File: src/rtl/instr_loader_pkg.sv
// Shared types and constants for the host-side instruction loader.
// Instruction is 80 bits: lower word [31:0], middle word [63:32], upper halfword [79:64].
package instr_loader_pkg;

    typedef logic [31:0] word_type;
    typedef logic [15:0] halfword_type;
    typedef logic [79:0] instr_type;

    localparam int INSTR_BEATS = 3;
    localparam logic [2:0] INSTR_WE_ALL  = 3'b111;
    localparam logic [2:0] INSTR_WE_NONE = 3'b000;

    typedef enum logic [1:0] {
        BEAT0 = 2'd0,
        BEAT1 = 2'd1,
        BEAT2 = 2'd2,
        PUSH  = 2'd3
    } loader_state_type;

    // True when a third beat carries bits that the upper halfword cannot hold.
    function automatic logic upper_overflow(input word_type beat);
        return (beat[31:16] != 16'h0000);
    endfunction

endpackage

File: src/rtl/instr_loader.sv
// Assembles three 32-bit host beats into one 80-bit instruction and writes it atomically to the
// instruction FIFO. Optional macro INSTR_LOADER_UPPER_CHECK_EN adds a sticky error on a dirty third beat.
module instr_loader
    import instr_loader_pkg::*;
#(
    parameter int BEATS_PER_INSTR = 3,
    parameter int COUNT_WIDTH     = 32
) (
    input  logic                   clk,
    input  logic                   rst,
    input  word_type               s_data,
    input  logic                   s_valid,
    output logic                   s_ready,
    output word_type               lower_instr_word,
    output word_type               middle_instr_word,
    output halfword_type           upper_instr_word,
    output logic [2:0]             instr_write_enable,
    input  logic                   instr_fifo_full,
    output logic                   busy,
    output logic [COUNT_WIDTH-1:0] instr_count,
    output logic                   error
);

    generate
        if (BEATS_PER_INSTR != INSTR_BEATS) begin : g_bad_beats
            $error("instr_loader: BEATS_PER_INSTR must be 3");
        end
    endgenerate

    loader_state_type       state_r;
    loader_state_type       state_next_s;
    word_type               lower_r;
    word_type               middle_r;
    halfword_type           upper_r;
    logic [COUNT_WIDTH-1:0] count_r;
    logic                   ready_s;
    logic                   busy_s;
    logic [2:0]             we_s;
    logic                   handshake_s;
    logic                   push_s;

    assign handshake_s = s_valid && ready_s;
    assign push_s      = (we_s == INSTR_WE_ALL);

    // State register; reset drops any partially assembled instruction.
    always_ff @(posedge clk) begin
        if (!rst) begin
            state_r <= BEAT0;
        end else begin
            state_r <= state_next_s;
        end
    end

    // Next-state: advance on each beat handshake, leave PUSH only when the FIFO has room.
    always_comb begin
        state_next_s = state_r;
        case (state_r)
            BEAT0:   if (handshake_s) state_next_s = BEAT1; else state_next_s = BEAT0;
            BEAT1:   if (handshake_s) state_next_s = BEAT2; else state_next_s = BEAT1;
            BEAT2:   if (handshake_s) state_next_s = PUSH;  else state_next_s = BEAT2;
            PUSH:    if (!instr_fifo_full) state_next_s = BEAT0; else state_next_s = PUSH;
            default: state_next_s = BEAT0;
        endcase
    end

    // Outputs: gating with rst keeps ready and the write strobe low in the reset cycle.
    always_comb begin
        ready_s = 1'b0;
        busy_s  = 1'b0;
        we_s    = INSTR_WE_NONE;
        case (state_r)
            BEAT0: begin
                ready_s = rst;
            end
            BEAT1, BEAT2: begin
                ready_s = rst;
                busy_s  = 1'b1;
            end
            PUSH: begin
                busy_s = 1'b1;
                if (rst && !instr_fifo_full) begin
                    we_s = INSTR_WE_ALL;
                end else begin
                    we_s = INSTR_WE_NONE;
                end
            end
            default: begin
                ready_s = 1'b0;
                busy_s  = 1'b0;
                we_s    = INSTR_WE_NONE;
            end
        endcase
    end

    // Word registers load only on their own beat handshake, so they hold steady through PUSH.
    always_ff @(posedge clk) begin
        if (!rst) begin
            lower_r  <= 32'h0000_0000;
            middle_r <= 32'h0000_0000;
            upper_r  <= 16'h0000;
        end else if (handshake_s) begin
            case (state_r)
                BEAT0:   lower_r  <= s_data;
                BEAT1:   middle_r <= s_data;
                BEAT2:   upper_r  <= s_data[15:0];
                default: lower_r  <= lower_r;
            endcase
        end
    end

    // Issued-instruction counter, free-running modulo 2^COUNT_WIDTH.
    always_ff @(posedge clk) begin
        if (!rst) begin
            count_r <= {COUNT_WIDTH{1'b0}};
        end else if (push_s) begin
            count_r <= count_r + COUNT_WIDTH'(1);
        end
    end

`ifdef INSTR_LOADER_UPPER_CHECK_EN
    logic error_r;

    // Sticky flag for a third beat whose upper half would be silently truncated.
    always_ff @(posedge clk) begin
        if (!rst) begin
            error_r <= 1'b0;
        end else if (handshake_s && (state_r == BEAT2) && upper_overflow(s_data)) begin
            error_r <= 1'b1;
        end
    end

    assign error = error_r;
`else
    logic unused_upper_s;
    assign unused_upper_s = ^s_data[31:16];
    assign error          = 1'b0;
`endif

    assign s_ready            = ready_s;
    assign busy               = busy_s;
    assign instr_write_enable = we_s;
    assign lower_instr_word   = lower_r;
    assign middle_instr_word  = middle_r;
    assign upper_instr_word   = upper_r;
    assign instr_count        = count_r;

endmodule

File: config.mk
export PLATFORM = sky130hd
export DESIGN_NAME = instr_loader
export DESIGN_NICKNAME = d
export VERILOG_FILES = /design/src/rtl/instr_loader_pkg.sv /design/src/rtl/instr_loader.sv
export SDC_FILE = /design/constraint.sdc
export NUM_CORES = 1
export LEC_CHECK = 0
export ABC_AREA = 1
export ABC_CLOCK_PERIOD_IN_PS = 3800
export BUFFER_PORTS_ARGS = -buffer_cell sky130_fd_sc_hd__buf_2
export CORE_AREA = 2 2 120 122
export DETAILED_ROUTE_END_ITERATION = 10
export DIE_AREA = 0 0 122 124
export GPL_ROUTABILITY_DRIVEN = 0
export PLACE_DENSITY_LB_ADDON = 0.15
export SYNTH_ARGS = -nofsm -noshare
export SYNTH_HDL_FRONTEND = slang
export SYNTH_SLANG_ARGS = --single-unit
File: constraint.sdc
create_clock -name clk -period 3.8 [get_ports clk]
set_clock_uncertainty 0.05 [all_clocks]
set_input_delay 0.76 -clock clk [delete_from_list [all_inputs] [get_ports clk]]
set_output_delay 0.76 -clock clk [all_outputs]
set_load 0.05 [all_outputs]
==> results_dict.tcl <==
set metrics [dict create \
    outcome "finished clean" \
    avgSynthCellArea_um2 7.328 \
    finalSetupTns_ns 0 \
    numCtsBuffers 17 \
    ys_ff_latch 114 \
    num_vias 4484 \
    grt_pass1_vias 4025 \
    n_fill_cell 1434 \
    antenna_found_initial 0 \
    die_h_um 124 \
    setup_viol 0 \
    finalPower_uw 3154 \
    endpoint_kind "output port" \
    synth-edff-count 0 \
    wl_um 12600 \
    postCtsSetupRepairBufs 0 \
    crit_family "buffers and inverters" \
    async_reset_ff_frac 0 \
    synth_area_leaders "dfxtp_1, a21oi_1, inv_1" \
    hp-class "reg -> reg" \
    grt_pass1_wl_um 19690 \
    start_util 0.3440 \
    synthCells 644 \
    drive_gt1_frac 0.2525 \
    hold_viol 0 \
    critPathKind "in -> out" \
    use_met2 0.2552 \
    core_um2 13720 \
    ys_warn_count 0 \
    required_ns 2.99 \
    finalCriticalPeriod_ns 2.548 \
    slew_headroom 0.6306 \
    crit_buf_inv 2 \
    grt_use_met1 0.2272 \
    drv_slew 0 \
    fin_util 0.4515 \
    via_per_inst 4.576 \
    grt_use_met3 0.04167 \
    arrival_ns 1.74 \
    fin_nets 825 \
    grt_setup_unrepaired "false" \
    yosys-top-cells-count "inv_1, dfxtp_1, a21oi_1" \
    power_density_nw_per_um2 509.2 \
    gr-usage-all-layers 0.1675 \
    drtPass1Iterations 4 \
    peakVddDrop_uv 234.3 \
    insertion_delay_ns 0.40 \
    antenna_cells 0 \
    ys.flop_type "dfxtp_1" \
    ctsResizeCount 0 \
    h-tree-depth 4 \
    final_cells 980 \
    netlist.area_leader.share 0.4836 \
    clkTransAtPathRegs_ns 0.05 \
    synth_fp_nets 681 \
    die_w_um 122 \
    io_pins 154 \
    wl_per_cell_um 12.85 \
    path_max_fanout 30 \
    clock-sinks 114 \
    seq_area_um2 2282 \
    syn_to_final_growth_pct 31.26 \
    die-area_um2 15130 \
    grt_busiest_layer "met2" \
    dp_hpwl_um 9181 \
    clock-root-buffer "clkbuf_16" \
    io_buffer_count 152 \
    drtIter0Drc 231 \
    tightest_slew_ns 0.5541 \
    drtAntennaViolNets 0 \
    overflow 0 \
    start_kind "primary input" \
    synth_cell_types 29 \
    yosysMostFrequentCell "inv_1" \
    cpMostUsedCell "buf_2" \
    row_count 43 \
    clock_path_buffers 2 \
    fin_crit_sh 0.6706 \
    crit_path_max_incr_delay_ns 0.38 \
    dp_cells 949 \
    crit_slowest_cell "buf_2" \
    syn_area_um2 4720 \
    yosysSeqAreaShare 0.4836 \
    fmaxAchievable_mhz 392.4 \
    multi_input_area_um2 1814 \
    cp_cell_sequence "buf_2, nand2_1, nor2_4, buf_2" \
    p_leak_uw 0.002801 \
    cts_tree "built" \
    grt_max_degree 63 \
    reg2reg_slack_ns 2.00 \
    cts_hold_buf 0 \
    cap_violations 0 \
    drc 0 \
    yosysTopAreaCell "dfxtp_1" \
]
kinds of logic (layout without fill, tap and decap cells):
kind of cell    count (synthesis)  after routing  share of synthesized area
fa+ha+maj                       1              1                   0.002651
simple gates                  175            175                     0.1678
compound gates                191            191                     0.2057
buf+inv                       158            314                     0.1320
other cells                     1              1                  0.0007946
flops                         114            114                     0.4836
xor+xnor                        4              4                   0.007424
stage by stage:
step | hold slack (ns) | worst slack (ns) | cell area (µm²)
floorplan | 0.4306 | 1.360 | 4720
global placement | 0.3790 | 1.250 | 5604
detailed placement | 0.3823 | 1.219 | 5604
CTS | 0.3909 | 1.237 | 6195
global route | 0.4076 | 1.161 | 6195
finish | 0.3870 | 1.252 | 6195
sequential cells by signal, indices dropped and copies added, names as in the netlist:
signal             cells
instr_count           32
lower_instr_word      32
middle_instr_word     32
state_r                2
upper_instr_word      16
layout by cell type (no fill, tap or decap), types with 2 or more instances in the layout:
cell type	Yosys	layout
buf_2	3	152
inv_1	122	122
dfxtp_1	114	114
a21oi_1	96	96
o21ai_0	90	90
nand2_1	66	66
nor2_1	55	55
nand3_1	25	25
clkbuf_16	0	17
nand4_1	12	12
buf_4	5	8
nor2_4	4	4
nor3_1	4	4
clkinvlp_4	0	4
and3_1	3	3
bufinv_16	0	3
clkinv_2	0	3
nor2_2	2	2
nand3_2	2	2
o21bai_1	2	2
xor2_1	2	2
xnor2_1	2	2
inv_6	0	2
final timing paths:
kind                                                          from                                  to  cells after the start
worst max-delay path                                           rst               instr_write_enable[2]                      4
worst min-delay path            middle_instr_word[19]$_SDFFE_PN0P_  middle_instr_word[19]$_SDFFE_PN0P_                      2
worst max register to register         instr_count[0]$_SDFFE_PN0P_        instr_count[30]$_SDFFE_PN0P_                      8
worst min register to register  middle_instr_word[19]$_SDFFE_PN0P_  middle_instr_word[19]$_SDFFE_PN0P_                      2
worst min-delay path, cell delays in order (launching register included):
cell,delay [ns]
dfxtp_1,0.30
inv_1,0.04
a21oi_1,0.04
layout make-up:
class / count / area share
inverters: 123 / 0.07453
clock buffers: 18 / 0.06928
clock inverters: 13 / 0.02606
well taps: 180 / 0.03636
multi-input cells: 372 / 0.2929
flip-flops and latches: 114 / 0.3684
repair buffers: 160 / 0.1325
layer usage:
metal	wire length, µm	vias to the layer above
li1	-	2350
met1	6092	1993
met2	5672	131
met3	713	10
met4	119	0
met5	0	-
power by group:
part           switching, µW  internal [µW]
combinational            237           72.7
clock                    562           1030
sequential              20.3           1240
No activity file was read; power rests on OpenSTA's default activity.
